`src/rtl/cm_event_sink.sv`:
```
// Receiving end of the CM output interface: turns valid pulses and status changes
// into tagged events, buffers them in a show-ahead FIFO, and keeps error/drop statistics.
module cm_event_sink #(
  parameter int CONFIG_STATUS_WIDTH       = 4,
  parameter int CONFIG_NOTIFICATION_WIDTH = 4,
  parameter int CONFIG_ERROR_WIDTH        = 4,
  parameter int VGA_NOTIFICATION_WIDTH    = 4,
  parameter int DATA_WIDTH                = 8,
  parameter int FIFO_DEPTH                = 8,
  localparam int CODE_W01 = (CONFIG_STATUS_WIDTH > CONFIG_NOTIFICATION_WIDTH) ?
                            CONFIG_STATUS_WIDTH : CONFIG_NOTIFICATION_WIDTH,
  localparam int CODE_W23 = (CONFIG_ERROR_WIDTH > VGA_NOTIFICATION_WIDTH) ?
                            CONFIG_ERROR_WIDTH : VGA_NOTIFICATION_WIDTH,
  localparam int CODE_W   = (CODE_W01 > CODE_W23) ? CODE_W01 : CODE_W23
) (
  input  logic                                 clk,
  input  logic                                 rst_n,
  input  logic [CONFIG_STATUS_WIDTH-1:0]       Config_Status,
  input  logic [CONFIG_NOTIFICATION_WIDTH-1:0] Config_Notification,
  input  logic                                 Config_Notification_Valid,
  input  logic [CONFIG_ERROR_WIDTH-1:0]        Config_Error,
  input  logic                                 Error_Valid,
  input  logic [VGA_NOTIFICATION_WIDTH-1:0]    VGA_Notification,
  input  logic                                 VGA_Notification_Valid,
  input  logic [DATA_WIDTH-1:0]                Data_VGA,
  output logic                                 Evt_Valid,
  input  logic                                 Evt_Ready,
  output logic [1:0]                           Evt_Tag,
  output logic [CODE_W-1:0]                    Evt_Code,
  output logic [DATA_WIDTH-1:0]                Evt_Data,
  input  logic                                 Clr,
  output logic [7:0]                           Error_Count,
  output logic [7:0]                           Drop_Count,
  output logic                                 Overflow
);

  localparam int PTR_W = $clog2(FIFO_DEPTH);
  localparam int ENT_W = 2 + CODE_W + DATA_WIDTH;
  localparam logic [PTR_W:0] DEPTH_C = (PTR_W+1)'(FIFO_DEPTH);

  // Slot index doubles as the event tag: 0=ERR, 1=CFG, 2=VGA, 3=STS.
  logic [3:0]                     r_slot_vld;
  logic [CODE_W-1:0]              r_slot_code [4];
  logic [DATA_WIDTH-1:0]          r_slot_data [4];
  logic [CONFIG_STATUS_WIDTH-1:0] r_prev_status;
  logic [ENT_W-1:0]               r_mem [FIFO_DEPTH];
  logic [PTR_W-1:0]               r_wptr;
  logic [PTR_W-1:0]               r_rptr;
  logic [PTR_W:0]                 r_count;
  logic [7:0]                     r_err_cnt;
  logic [7:0]                     r_drop_cnt;
  logic                           r_ovf;

  logic [3:0]            w_arr;
  logic [CODE_W-1:0]     w_new_code [4];
  logic [DATA_WIDTH-1:0] w_new_data [4];
  logic [1:0]            w_sel;
  logic                  w_any;
  logic                  w_valid;
  logic                  w_full;
  logic                  w_pop;
  logic                  w_push;
  logic [3:0]            w_pushed;
  logic [3:0]            w_load;
  logic [3:0]            w_drop;
  logic [2:0]            w_drop_n;
  logic [7:0]            w_err_base;
  logic [7:0]            w_drop_base;
  logic [8:0]            w_drop_sum;
  logic [7:0]            w_err_next;
  logic [7:0]            w_drop_next;
  logic [ENT_W-1:0]      w_head;

  // Candidate event fields per source and arrival detection.
  always_comb begin
    w_new_code[0] = CODE_W'(Config_Error);
    w_new_code[1] = CODE_W'(Config_Notification);
    w_new_code[2] = CODE_W'(VGA_Notification);
    w_new_code[3] = CODE_W'(Config_Status);
    w_new_data[0] = DATA_WIDTH'(Config_Status);
    w_new_data[1] = DATA_WIDTH'(Config_Status);
    w_new_data[2] = Data_VGA;
    w_new_data[3] = DATA_WIDTH'(Config_Status);
    w_arr = {(Config_Status != r_prev_status), VGA_Notification_Valid,
             Config_Notification_Valid, Error_Valid};
  end

  // Fixed-priority slot selection and push/pop/drop decisions.
  always_comb begin
    w_any = 1'b1;
    if (r_slot_vld[0]) begin
      w_sel = 2'd0;
    end else if (r_slot_vld[1]) begin
      w_sel = 2'd1;
    end else if (r_slot_vld[2]) begin
      w_sel = 2'd2;
    end else if (r_slot_vld[3]) begin
      w_sel = 2'd3;
    end else begin
      w_sel = 2'd0;
      w_any = 1'b0;
    end
    w_valid  = (r_count != {(PTR_W+1){1'b0}});
    w_full   = (r_count == DEPTH_C);
    w_pop    = w_valid && Evt_Ready;
    w_push   = w_any && (!w_full || w_pop);
    w_drop_n = 3'd0;
    for (int i = 0; i < 4; i++) begin
      w_pushed[i] = w_push && (w_sel == 2'(i));
      w_load[i]   = w_arr[i] && (!r_slot_vld[i] || w_pushed[i]);
      w_drop[i]   = w_arr[i] && r_slot_vld[i] && !w_pushed[i];
      w_drop_n    = w_drop_n + {2'd0, w_drop[i]};
    end
  end

  // Next values of the saturating statistics; Clr zeroes the base, not the increment.
  always_comb begin
    w_err_base  = Clr ? 8'd0 : r_err_cnt;
    w_drop_base = Clr ? 8'd0 : r_drop_cnt;
    if (Error_Valid && (w_err_base != 8'hFF)) begin
      w_err_next = w_err_base + 8'd1;
    end else begin
      w_err_next = w_err_base;
    end
    w_drop_sum = {1'b0, w_drop_base} + {6'd0, w_drop_n};
    if (w_drop_sum > 9'd255) begin
      w_drop_next = 8'hFF;
    end else begin
      w_drop_next = w_drop_sum[7:0];
    end
  end

  // Pending slots and previous-status tracking.
  always_ff @(posedge clk or negedge rst_n) begin
    if (!rst_n) begin
      r_slot_vld    <= 4'd0;
      r_prev_status <= {CONFIG_STATUS_WIDTH{1'b0}};
      for (int i = 0; i < 4; i++) begin
        r_slot_code[i] <= {CODE_W{1'b0}};
        r_slot_data[i] <= {DATA_WIDTH{1'b0}};
      end
    end else begin
      r_prev_status <= Config_Status;
      for (int i = 0; i < 4; i++) begin
        if (w_load[i]) begin
          r_slot_vld[i]  <= 1'b1;
          r_slot_code[i] <= w_new_code[i];
          r_slot_data[i] <= w_new_data[i];
        end else if (w_pushed[i]) begin
          r_slot_vld[i] <= 1'b0;
        end
      end
    end
  end

  // Event FIFO storage and pointers; power-of-2 depth lets pointers wrap naturally.
  always_ff @(posedge clk or negedge rst_n) begin
    if (!rst_n) begin
      r_wptr  <= {PTR_W{1'b0}};
      r_rptr  <= {PTR_W{1'b0}};
      r_count <= {(PTR_W+1){1'b0}};
      for (int i = 0; i < FIFO_DEPTH; i++) begin
        r_mem[i] <= {ENT_W{1'b0}};
      end
    end else begin
      if (w_push) begin
        r_mem[r_wptr] <= {w_sel, r_slot_code[w_sel], r_slot_data[w_sel]};
        r_wptr        <= r_wptr + PTR_W'(1);
      end
      if (w_pop) begin
        r_rptr <= r_rptr + PTR_W'(1);
      end
      case ({w_push, w_pop})
        2'b10:   r_count <= r_count + (PTR_W+1)'(1);
        2'b01:   r_count <= r_count - (PTR_W+1)'(1);
        default: r_count <= r_count;
      endcase
    end
  end

  // Saturating counters and sticky overflow.
  always_ff @(posedge clk or negedge rst_n) begin
    if (!rst_n) begin
      r_err_cnt  <= 8'd0;
      r_drop_cnt <= 8'd0;
      r_ovf      <= 1'b0;
    end else begin
      r_err_cnt  <= w_err_next;
      r_drop_cnt <= w_drop_next;
      r_ovf      <= (r_ovf && !Clr) || (|w_drop);
    end
  end

  // Head presentation, forced to zero while the FIFO is empty.
  always_comb begin
    w_head    = r_mem[r_rptr];
    Evt_Valid = w_valid;
    if (w_valid) begin
      Evt_Tag  = w_head[ENT_W-1 -: 2];
      Evt_Code = w_head[DATA_WIDTH +: CODE_W];
      Evt_Data = w_head[DATA_WIDTH-1:0];
    end else begin
      Evt_Tag  = 2'd0;
      Evt_Code = {CODE_W{1'b0}};
      Evt_Data = {DATA_WIDTH{1'b0}};
    end
  end

  assign Error_Count = r_err_cnt;
  assign Drop_Count  = r_drop_cnt;
  assign Overflow    = r_ovf;

endmodule

```
`config.mk`:
```
export PLATFORM = sky130hd
export DESIGN_NAME = cm_event_sink
export DESIGN_NICKNAME = d
export VERILOG_FILES = /design/src/rtl/cm_event_sink.sv
export SDC_FILE = /design/constraint.sdc
export NUM_CORES = 1
export LEC_CHECK = 0
export BUFFER_PORTS_ARGS = -buffer_cell sky130_fd_sc_hd__buf_2
export CELL_PAD_IN_SITES_DETAIL_PLACEMENT = 1
export CELL_PAD_IN_SITES_GLOBAL_PLACEMENT = 1
export CORE_MARGIN = 5
export CORE_UTILIZATION = 53
export CTS_CLUSTER_SIZE = 30
export DETAILED_ROUTE_END_ITERATION = 8
export HOLD_SLACK_MARGIN = 0.02
export PLACE_DENSITY = 0.9
export SYNTH_ARGS = -nofsm -noshare
export SYNTH_HDL_FRONTEND = slang
export SYNTH_SLANG_ARGS = --single-unit
```
`constraint.sdc`:
```
create_clock -name clk -period 6.95 [get_ports clk]
set_clock_uncertainty 0.1 [all_clocks]
set_input_delay 0.695 -clock clk [delete_from_list [all_inputs] [get_ports clk]]
set_output_delay 0.695 -clock clk [all_outputs]
set_load 0.05 [all_outputs]
```
==> impl_metrics.env <==
export IMPL_path_max_fanout=11
export IMPL_dpl_hpwl_um=14900
export IMPL_crit_path_end_kind="flop"
export IMPL_syn_instance_count=741
export IMPL_die_area_mm2=0.0190
export IMPL_setup_tns_ps=0
export IMPL_top_usage_layer="met2"
export IMPL_finalMaxSlewViolations=0
export IMPL_hold_viol=0
export IMPL_cts_made_buffers=17
export IMPL_fillCellCount=1656
export IMPL_min_path_type="primary input to asynchronous set/reset pin"
export IMPL_cts_path_max_buffers=2
export IMPL_cts_hold_buffers_added=0
export IMPL_relSlewSlack_pct=28.3
export IMPL_maxCapViolCount=0
export IMPL_cp_start_kind="flop"
export IMPL_path_common_cell="fa_1"
export IMPL_std_cell_rows=46
export IMPL_synth_nets=784
export IMPL_critPathBufInv=2
export IMPL_synth_ff_type="dfrtp_1"
export IMPL_grt_remaining_overflow=0
export IMPL_clock_latency_ps=450
export IMPL_cp_data_required_time_ps=7170
export IMPL_critPathSlowestCell="or3_1"
export IMPL_regArea_mm2=0.00448
export IMPL_cpLargestDelayFamily="simple AND/OR/NAND/NOR gates"
export IMPL_diodes=0
export IMPL_clkSinkCount=179
export IMPL_nNetsFinal=828
export IMPL_die_x_um=138
export IMPL_synth_cell_type_count=57
export IMPL_grt_use_met1_pct=31.7
export IMPL_post_cts_resized=0
export IMPL_area_growth_syn_to_layout_pct=10.1
export IMPL_grt_pass1_vias=6955
export IMPL_post_drt_wl_per_cell_um=23.3
export IMPL_multi_input_area_mm2=0.00380
export IMPL_peakVddDrop_uv=238
export IMPL_synth_edf_count=0
export IMPL_port_buffers=62
export IMPL_tightest_slew_ps=1080
export IMPL_p_leak_nw=4.26
export IMPL_root_buffer="clkbuf_16"
export IMPL_routabilityCongestion=0.821
export IMPL_path_clk_slew_ps=70
export IMPL_cts_setup_buffers=0
export IMPL_grt_usage_pct=26.9
export IMPL_ys_warn_count=0
export IMPL_tritoncts="done"
export IMPL_ant_nets=0
export IMPL_fmax_ghz=0.249
export IMPL_status="complete, no violations"
export IMPL_ys_ff_latch=179
export IMPL_post_route_drc_count=0
export IMPL_async_flop_share_pct=100
export IMPL_core_mm2=0.0159
export IMPL_final_cell_area_mm2=0.00954
export IMPL_timing_final_crit_period_ps=4010
export IMPL_synth_seq_area_share_pct=51.7
export IMPL_placed_area_mm2=0.00893
export IMPL_grt_first_pass_wirelength_um=38400
export IMPL_critPathMaxStageDelay_ps=800
export IMPL_setup_viol=0
export IMPL_syn_avg_cell_area_um2=11.7
export IMPL_final_cell_mix="dfrtp_1 (178), nand2_1 (126), o21ai_0 (117)"
export IMPL_die_h_um=138
export IMPL_critPathArrivalTime_ps=4230
export IMPL_wirelength_um=23600
export IMPL_period_share_pct=57.7
export IMPL_antenna_found_initial=0
export IMPL_synthesis_area_mm2=0.00867
export IMPL_grt_start_max_net_pins=110
export IMPL_ios=63
export IMPL_met3_usage_pct=7.04
export IMPL_path_cells="or3_1, o31a_1, nor2_1, fa_1, inv_1, fa_1, inv_1, fa_1, and3_1, nor4b_1, nor3_1"
export IMPL_via_per_inst=6.06
export IMPL_path_class="flop to flop"
export IMPL_power_density_mw_per_mm2=493
export IMPL_htree_levels=4
export IMPL_rsz0062_at_grt="no"
export IMPL_drt_initial_drc_count=408
export IMPL_drive_gt1_share_pct=24.0
export IMPL_initial_core_util_pct=54.4
export IMPL_final_common_cell="dfrtp_1"
export IMPL_route_vias_total=6136
export IMPL_firstDrtPassIters=4
export IMPL_met2_usage_pct=46.5
## cell families (layout without fill, tap and decap cells)
kind of cell    count (synthesis)  after routing  synth area share, %
compound gates                166            166                 13.1
fa+ha+maj                      12             12                 2.08
flops                         179            179                 51.7
xor+xnor                       17             17                 1.72
mux                            79             79                 13.7
simple gates                  234            234                 13.2
buf+inv                        54            110                 4.53
## flip-flops by register name, indices dropped and copies added, names as in the netlist
name	flops
r_mem	112
r_slot_data	20
r_slot_code	12
Drop_Count	8
Error_Count	8
r_count	4
r_prev_status	4
r_slot_vld	4
r_rptr	3
r_wptr	3
Overflow	1
## final timing paths
| check | startpoint | end | slack [ps] | cells past startpoint |
|---|---|---|---|---|
| max | r_count[2]$_DFFE_PN0P_ | Drop_Count[7]$_DFF_PN0_ | 2940 | 11 |
| max reg2reg | r_count[2]$_DFFE_PN0P_ | Drop_Count[7]$_DFF_PN0_ | 2940 | 11 |
| max in group asynchronous | rst_n | r_slot_data[11]$_DFFE_PN0P_ | 5000 | 2 |
| min reg2reg | r_mem[88]$_DFFE_PN0P_ | r_mem[88]$_DFFE_PN0P_ | 380 | 2 |
| min | rst_n | r_mem[51]$_DFFE_PN0P_ | 260 | 1 |
| min in group clk | Config_Status[3] | r_prev_status[3]$_DFF_PN0_ | 330 | 1 |
## power by group
group          leakage [nW]  internal, mW  switching (mW)
Clock                 0.296         0.584           0.432
Combinational          1.74         0.674            1.19
Sequential             2.23          1.45           0.369
## worst register-to-register path: cells and delay by family, from the launching register on
family | cells | cell delay (ps)
AND/OR/NAND/NOR | 5 | 1620
adder cells (fa/ha/maj) | 3 | 1080
AO/OA/AOI/OAI | 1 | 500
flip-flops | 1 | 420
buffers and inverters | 2 | 160
## through the flow
stage	power, mW	cells	hold WS (ps)	util (%)	setup WS, ps
4_1_cts	4.73	1013	314	59.9	2970
6_report	4.71	1013	261	59.9	2940
3_3_place_gp	3.46	982	354	56.0	3050
5_1_grt	4.97	1013	314	59.9	2760
2_1_floorplan	3.19	741	299	-	3590
3_5_place_dp	3.65	982	366	56.0	2840
## Yosys cell counts (3+ instances only)
library cell / instances / share of area [%]
a21oi_1: 4 / 0.23
and3_1: 5 / 0.36
and3b_1: 3 / 0.30
buf_2: 3 / 0.17
buf_4: 7 / 0.61
buf_6: 10 / 1.3
clkbuf_1: 11 / 0.48
clkbuf_2: 4 / 0.23
dfrtp_1: 179 / 52
fa_1: 4 / 0.92
ha_1: 8 / 1.2
inv_1: 14 / 0.61
mux2_2: 33 / 4.3
mux2i_1: 16 / 1.8
mux4_2: 28 / 7.3
nand2_1: 126 / 5.5
nand2b_1: 8 / 0.58
nand3_1: 10 / 0.58
nand4b_1: 3 / 0.30
nor2_1: 19 / 0.82
nor2b_1: 16 / 1.2
nor3_1: 8 / 0.46
nor3b_1: 9 / 0.78
nor4_1: 3 / 0.22
o211ai_4: 8 / 2.0
o21ai_0: 117 / 6.8
o21ai_1: 7 / 0.40
o21ai_2: 6 / 0.61
o21bai_1: 3 / 0.26
o311ai_2: 8 / 1.5
or3_1: 11 / 0.79
xnor2_1: 10 / 1.0
xor2_1: 7 / 0.71
## metal layers
metal | routed length (um) | share of wire (%) | up-vias
met2 | 12200 | 52 | 187
met4 | 859 | 3.6 | 0
li1 | - | - | 2707
met3 | 1200 | 5.1 | 81
met1 | 9290 | 39 | 3161
met5 | 0 | 0 | -
## cell type report
class	count	share of cell area (%)
clock buffers	19	4.75
clock inverters	12	1.63
inverters	15	0.590
multi-input cells	508	39.8
flip-flops and latches	179	47.0
well taps	216	2.83
repair buffers	64	3.47
No activity file was read; power rests on OpenSTA's default activity.
